==> config.mk <==
export PLATFORM = sky130hd
export DESIGN_NAME = arc4_enc
export DESIGN_NICKNAME = d
export VERILOG_FILES = /design/src/rtl/arc4_pkg.sv /design/src/rtl/arc4_enc.sv
export SDC_FILE = /design/constraint.sdc
export NUM_CORES = 1
export LEC_CHECK = 0
export CORE_MARGIN = 4
export CORE_UTILIZATION = 50
export CTS_CLUSTER_DIAMETER = 120
export DETAILED_ROUTE_END_ITERATION = 8
export GPL_TIMING_DRIVEN = 0
export PLACE_DENSITY_LB_ADDON = 0.08
export REMOVE_ABC_BUFFERS = 1
export SLEW_MARGIN = 10
export SYNTH_ARGS = -nofsm -noshare
export SYNTH_HDL_FRONTEND = slang
export SYNTH_SLANG_ARGS = --single-unit
==> constraint.sdc <==
create_clock -name clk -period 3.25 [get_ports clk]
set_input_delay 0.8125 -clock clk [delete_from_list [all_inputs] [get_ports clk]]
set_output_delay 0.8125 -clock clk [all_outputs]
set_load 0.02 [all_outputs]
==> src/rtl/arc4_pkg.sv <==
// Shared ARC4 definitions for the encryptor and decryptor: FSM states,
// table size and key byte selection.
package arc4_pkg;

  localparam int unsigned KEY_W  = 24;
  localparam int unsigned BYTE_W = 8;
  localparam int unsigned S_SIZE = 256;

  typedef enum logic [4:0] {
    ST_IDLE,
    ST_INIT,
    ST_KSA_READ_I,
    ST_KSA_WAIT_I,
    ST_KSA_READ_J,
    ST_KSA_WAIT_J,
    ST_KSA_WRITE_I,
    ST_KSA_WRITE_J,
    ST_LEN_READ,
    ST_LEN_WAIT,
    ST_LEN_WRITE,
    ST_PRGA_READ_I,
    ST_PRGA_WAIT_I,
    ST_PRGA_READ_J,
    ST_PRGA_WAIT_J,
    ST_PRGA_WRITE_I,
    ST_PRGA_WRITE_J,
    ST_PRGA_READ_P,
    ST_PRGA_WAIT_P,
    ST_PRGA_WRITE_C,
    ST_DONE
  } state_t;

  // Key byte 0 is the most significant byte of the key.
  function automatic logic [BYTE_W-1:0] keybyte(input logic [KEY_W-1:0] key,
                                                input logic [1:0]       idx);
    logic [BYTE_W-1:0] kb;
    case (idx)
      2'd0:    kb = key[23:16];
      2'd1:    kb = key[15:8];
      default: kb = key[7:0];
    endcase
    return kb;
  endfunction

endpackage

==> src/rtl/arc4_enc.sv <==
// Streaming ARC4 encryptor: reads a length-prefixed plaintext, keys ARC4 with
// a 24-bit key using an external 256x8 S memory, writes length-prefixed ciphertext.
module arc4_enc
  import arc4_pkg::*;
(
  input  logic              clk,
  input  logic              rst_n,
  input  logic              en,
  output logic              rdy,
  input  logic [KEY_W-1:0]  key,
  output logic [BYTE_W-1:0] pt_addr,
  input  logic [BYTE_W-1:0] pt_rddata,
  output logic [BYTE_W-1:0] ct_addr,
  output logic [BYTE_W-1:0] ct_wrdata,
  output logic              ct_wren,
  output logic [BYTE_W-1:0] s_addr,
  output logic [BYTE_W-1:0] s_wrdata,
  output logic              s_wren,
  input  logic [BYTE_W-1:0] s_rddata
);

  localparam logic [BYTE_W-1:0] LAST_IDX = BYTE_W'(S_SIZE - 1);

  state_t            state;
  logic [KEY_W-1:0]  key_q;
  logic [BYTE_W-1:0] i;
  logic [BYTE_W-1:0] j;
  logic [BYTE_W-1:0] k;
  logic [BYTE_W-1:0] len;
  logic [BYTE_W-1:0] si;
  logic [BYTE_W-1:0] sj;
  logic [BYTE_W-1:0] ptb;
  logic [1:0]        k3;

  logic [BYTE_W-1:0] i_inc_c;
  logic [BYTE_W-1:0] ksa_j_c;
  logic [BYTE_W-1:0] prga_j_c;
  logic [BYTE_W-1:0] pad_idx_c;

  // Index arithmetic, all modulo 256.
  assign i_inc_c   = BYTE_W'(i + 8'd1);
  assign ksa_j_c   = BYTE_W'(j + s_rddata + keybyte(key_q, k3));
  assign prga_j_c  = BYTE_W'(j + s_rddata);
  assign pad_idx_c = BYTE_W'(si + sj);

  always_ff @(posedge clk or negedge rst_n) begin
    if (!rst_n) begin
      state     <= ST_IDLE;
      rdy       <= 1'b0;
      key_q     <= '0;
      i         <= '0;
      j         <= '0;
      k         <= '0;
      len       <= '0;
      si        <= '0;
      sj        <= '0;
      ptb       <= '0;
      k3        <= '0;
      pt_addr   <= '0;
      ct_addr   <= '0;
      ct_wrdata <= '0;
      ct_wren   <= 1'b0;
      s_addr    <= '0;
      s_wrdata  <= '0;
      s_wren    <= 1'b0;
    end else begin
      s_wren  <= 1'b0;
      ct_wren <= 1'b0;
      case (state)
        ST_IDLE: begin
          rdy <= 1'b1;
          if (en && rdy) begin
            key_q <= key;
            rdy   <= 1'b0;
            i     <= '0;
            state <= ST_INIT;
          end
        end

        ST_INIT: begin
          s_addr   <= i;
          s_wrdata <= i;
          s_wren   <= 1'b1;
          i        <= i_inc_c;
          if (i == LAST_IDX) begin
            j     <= '0;
            k3    <= '0;
            state <= ST_KSA_READ_I;
          end
        end

        ST_KSA_READ_I: begin
          s_addr <= i;
          state  <= ST_KSA_WAIT_I;
        end

        ST_KSA_WAIT_I: state <= ST_KSA_READ_J;

        ST_KSA_READ_J: begin
          si     <= s_rddata;
          j      <= ksa_j_c;
          s_addr <= ksa_j_c;
          state  <= ST_KSA_WAIT_J;
        end

        ST_KSA_WAIT_J: state <= ST_KSA_WRITE_I;

        ST_KSA_WRITE_I: begin
          s_addr   <= i;
          s_wrdata <= s_rddata;
          s_wren   <= 1'b1;
          state    <= ST_KSA_WRITE_J;
        end

        ST_KSA_WRITE_J: begin
          s_addr   <= j;
          s_wrdata <= si;
          s_wren   <= 1'b1;
          if (i == LAST_IDX) begin
            state <= ST_LEN_READ;
          end else begin
            i     <= i_inc_c;
            k3    <= (k3 == 2'd2) ? 2'd0 : 2'(k3 + 2'd1);
            state <= ST_KSA_READ_I;
          end
        end

        ST_LEN_READ: begin
          pt_addr <= '0;
          state   <= ST_LEN_WAIT;
        end

        ST_LEN_WAIT: state <= ST_LEN_WRITE;

        // Length byte is copied through; an empty message skips PRGA entirely.
        ST_LEN_WRITE: begin
          len       <= pt_rddata;
          ct_addr   <= '0;
          ct_wrdata <= pt_rddata;
          ct_wren   <= 1'b1;
          i         <= '0;
          j         <= '0;
          k         <= 8'd1;
          state     <= (pt_rddata == '0) ? ST_DONE : ST_PRGA_READ_I;
        end

        ST_PRGA_READ_I: begin
          i       <= i_inc_c;
          s_addr  <= i_inc_c;
          pt_addr <= k;
          state   <= ST_PRGA_WAIT_I;
        end

        ST_PRGA_WAIT_I: state <= ST_PRGA_READ_J;

        ST_PRGA_READ_J: begin
          si     <= s_rddata;
          ptb    <= pt_rddata;
          j      <= prga_j_c;
          s_addr <= prga_j_c;
          state  <= ST_PRGA_WAIT_J;
        end

        ST_PRGA_WAIT_J: state <= ST_PRGA_WRITE_I;

        ST_PRGA_WRITE_I: begin
          sj       <= s_rddata;
          s_addr   <= i;
          s_wrdata <= s_rddata;
          s_wren   <= 1'b1;
          state    <= ST_PRGA_WRITE_J;
        end

        ST_PRGA_WRITE_J: begin
          s_addr   <= j;
          s_wrdata <= si;
          s_wren   <= 1'b1;
          state    <= ST_PRGA_READ_P;
        end

        // Swapped values sum to the same index as the pre-swap pair.
        ST_PRGA_READ_P: begin
          s_addr <= pad_idx_c;
          state  <= ST_PRGA_WAIT_P;
        end

        ST_PRGA_WAIT_P: state <= ST_PRGA_WRITE_C;

        ST_PRGA_WRITE_C: begin
          ct_addr   <= k;
          ct_wrdata <= s_rddata ^ ptb;
          ct_wren   <= 1'b1;
          if (k == len) begin
            state <= ST_DONE;
          end else begin
            k     <= BYTE_W'(k + 8'd1);
            state <= ST_PRGA_READ_I;
          end
        end

        ST_DONE: begin
          rdy   <= 1'b1;
          state <= ST_IDLE;
        end

        default: state <= ST_IDLE;
      endcase
    end
  end

endmodule

==> Implementation_results.wiki <==
{| class="wikitable"
! Metric !! Value
|-
| Deepest level of the CTS H-tree || 4
|-
| Setup CP Type || in2reg
|-
| Global-route wire length before repair || 30600 µm
|-
| Register area share after synthesis || 45.4%
|-
| Num CTS Buffers || 17
|-
| Post-detailed-route count of antenna-violating nets || 0
|-
| Remaining design rule violation count || 0
|-
| Data required time at the worst endpoint || 3.55 ns
|-
| Fraction of layout cells with a size suffix above 1 || 12.7%
|-
| Final Cycle Share || 95.3%
|-
| Biggest area consumer among synthesized cells || dfrtp_1
|-
| Iteration count of the initial detailed-routing pass || 6
|-
| Transition time of the tightest slew-check pin || 0.928 ns
|-
| Arrival time of data at the critical path endpoint || 3.40 ns
|-
| Horiz. Die Dim || 128 µm
|-
| Leak Pwr || 3.82 nW
|-
| Worst-path fanout max || 5
|-
| Height of the die || 128 µm
|-
| Number of endpoints failing setup at the final stage || 0
|-
| Worst hold slack across all endpoints || 0.317 ns
|-
| Total of buffers placed on input and output ports || 85
|-
| Switching power || 3.12 mW
|-
| Initial antenna violation count || 0
|-
| Deepest clock path buffer count || 2
|-
| IO Pins || 86
|-
| Most used standard cell by instance count after synthesis || dfrtp_1
|-
| Total global-route track usage || 23.8%
|-
| Final #Nets || 868
|-
| Final HPWL DP || 13700 µm
|-
| FP Rows || 43
|-
| Ranking of synthesized cells by area || dfrtp_1, mux2_2, nand2_1
|-
| Ratio of routed vias to standard cells || 6.00
|-
| Netlist area before placement || 7170 µm²
|-
| Final hold violation count || 0
|-
| Fraction of power spent switching nets || 39.5%
|-
| Global route total overflow || 0
|-
| Number of pins with negative max-slew slack in the final report || 0
|-
| Routability cong. || 0.909
|-
| Detailed router's first-iteration violation count || 654
|-
| Max capacitance violation total || 0
|-
| Min cycle time layout || 3.10 ns
|-
| Number of flops mapped to enable cells by yosys || 0
|-
| Combinational fraction of design power || 44.7%
|-
| Top achievable clock speed || 323 MHz
|-
| Filler cell count || 1145
|-
| Total instance count after detailed placement || 957
|-
| Final standard cell utilization of the core || 62.7%
|-
| Insertion delay to the later sink of the worst-skew pair || 0.43 ns
|-
| Synthesized area per cell || 9.87 µm²
|-
| Core region area || 14000 µm²
|-
| Total number of vias || 5954
|-
| Layout area overhead || 22.2%
|-
| Largest net degree at the start of global routing || 83
|-
| Cts-stage hold buffer count || 0
|-
| Run status || complete, no violations
|-
| Reg clk slew, reported paths || 0.06 ns
|-
| Routed wire length per instance || 18.8 µm
|-
| Most used flip-flop cell after synthesis || dfrtp_1
|-
| Clock tree root driver cell || clkbuf_16
|-
| Sort of element at the start of the critical path || input pin
|-
| Antenna diode instance count || 0
|-
| Path class of the lowest-slack min-delay path || in2async
|-
| Yosys reg bits || 130
|-
| Share of the synthesized area in the top cell type || 45.4%
|-
| Clock Power Share || 23.8%
|-
| Non-filler cells in the finished layout || 992
|-
| Proportion of synthesized flip-flops having asynchronous set or reset || 100%
|-
| Total internal power || 4.77 mW
|-
| Clock tree from TritonCTS || yes
|-
| Reg power frac || 31.5%
|-
| Starting density of the core || 51.3%
|-
| Max transition margin || 38.1%
|-
| Worst setup skew after layout || 0.00827 ns
|-
| Top cells by instance count after synthesis || dfrtp_1, nand2_1, nor2_1, a21oi_1, mux2_2
|-
| Number of unique standard cell types used by synthesis || 70
|-
| Number of global-route vias before repair || 5676
|-
| Number of sinks on the clock net || 130
|-
| Number of cells produced by synthesis || 727
|-
| Count of warnings emitted by yosys || 0
|-
| Worst IR drop on VDD || 0.456 mV
|-
| Critical path endpoint category || register
|-
| Die area || 16300 µm²
|-
| Post-Route WL || 18700 µm
|-
| Power density cells || 900 nW/µm²
|}
## through the flow
stage | total power, mW | TNS (ns) | setup slack, ns | instance area (µm²)
after global placement | 5.78 | -480.22 | -3.64 | 8060
final | 7.89 | 0 | 0.151 | 8770
after global routing | 8.42 | -0.0164 | -0.0164 | 8770
after detailed placement | 5.88 | -7.90 | -0.993 | 8100
after floorplan | 4.78 | 0 | 0.0588 | 6980
after CTS | 7.85 | 0 | 0.00298 | 8710
## layout by cell type, fill, tap and decap left out, types with 4 or more instances in the layout
master | synthesis | final
dfrtp_1 | 130 | 130
nand2_1 | 110 | 110
clkdlybuf4s50_1 | 0 | 79
nor2_1 | 52 | 52
a21oi_1 | 39 | 39
mux2_2 | 39 | 39
o21ai_0 | 35 | 35
xor2_1 | 26 | 24
ha_1 | 23 | 20
a22o_1 | 17 | 17
clkbuf_16 | 0 | 17
a31oi_1 | 17 | 16
inv_1 | 13 | 13
xnor2_1 | 15 | 13
a22oi_1 | 12 | 12
mux2i_1 | 10 | 10
o21ai_1 | 10 | 10
nand3_1 | 10 | 10
nand2b_1 | 8 | 8
a21o_1 | 8 | 8
and3_1 | 8 | 8
and2_1 | 7 | 7
a211oi_1 | 7 | 7
nor2b_1 | 6 | 6
nor4_1 | 6 | 6
nor3_1 | 7 | 6
clkinvlp_4 | 0 | 6
nand4_1 | 5 | 5
o31ai_1 | 5 | 5
a221oi_1 | 4 | 4
## logic make-up after synthesis
kind of cell,count (synthesis),synth area share [%]
adders and majority gates,26,4.85
and+or+nand+nor,235,15.4
AOI/OAI and AO/OA,195,18.2
xor gates and xnor gates,42,5.32
DFF,130,45.4
buffers and inverters,50,3.37
muxes,49,7.52
## routing by layer
metal	vias up	routed length (µm)	GRT usage, %
met5	-	0	0
met4	0	306	6.99
met3	26	1150	5.38
met2	224	8590	35.7
met1	2923	8650	34.8
li1	2781	-	-
## power groups by stage
stage	registers [mW]	clock network [mW]	logic, mW
2_1_floorplan	2.49	0	2.29
3_3_place_gp	2.49	0	3.29
3_5_place_dp	2.51	0	3.37
4_1_cts	2.48	1.91	3.46
5_1_grt	2.55	1.98	3.89
6_report	2.49	1.88	3.53
## worst max-delay path: stages
cell      delay [ns]
clkbuf_4        0.17
ha_4            0.16
inv_1           0.05
fa_1            0.42
nand2b_1        0.20
a21oi_2         0.18
a21o_1          0.13
a21oi_1         0.09
xnor2_2         0.19
ha_1            0.27
a21o_1          0.19
a31oi_2         0.18
mux2i_1         0.25
nand3_1         0.09
## flip-flops by register name (all words and copies together), names as in the netlist, 2 cells and up
name,count
j,8
pt_addr,8
ct_wrdata,8
si,8
len,8
s_wrdata,8
k3,2
ptb,8
sj,8
ct_addr,8
k,8
key_q,24
s_addr,8
state,5
i,8
## worst paths after layout
kind	start	endpoint	slack, ns	cells past startpoint
setup / recovery	s_rddata[0]	s_addr[7]	0.15	14
hold / removal	rst_n	ct_addr[6]	0.32	1
setup reg to reg	state[2]	s_wrdata[4]	0.22	7
hold reg to reg	ptb[5]	ptb[5]	0.50	2
max in group asynchronous	rst_n	key_q[11]	2.18	2
min in group clk	ptb[5]	ptb[5]	0.50	2
## cell type report
cell class	count	area, µm²	share of cell area [%]
multi-input cells	547	3750	42.7
flip-flops and latches	130	3250	37.1
repair buffers	90	913	10.4
clock buffers	19	443	5.05
well taps	180	225	2.57
clock inverters	13	138	1.57
inverters	13	48.8	0.557
## timing repair
item                       CTS  global route
resized for setup            8            14
pin swaps                    4             1
setup endpoints to repair   10             7
setup buffers                2             0
Power figures use the tool's default switching activity.
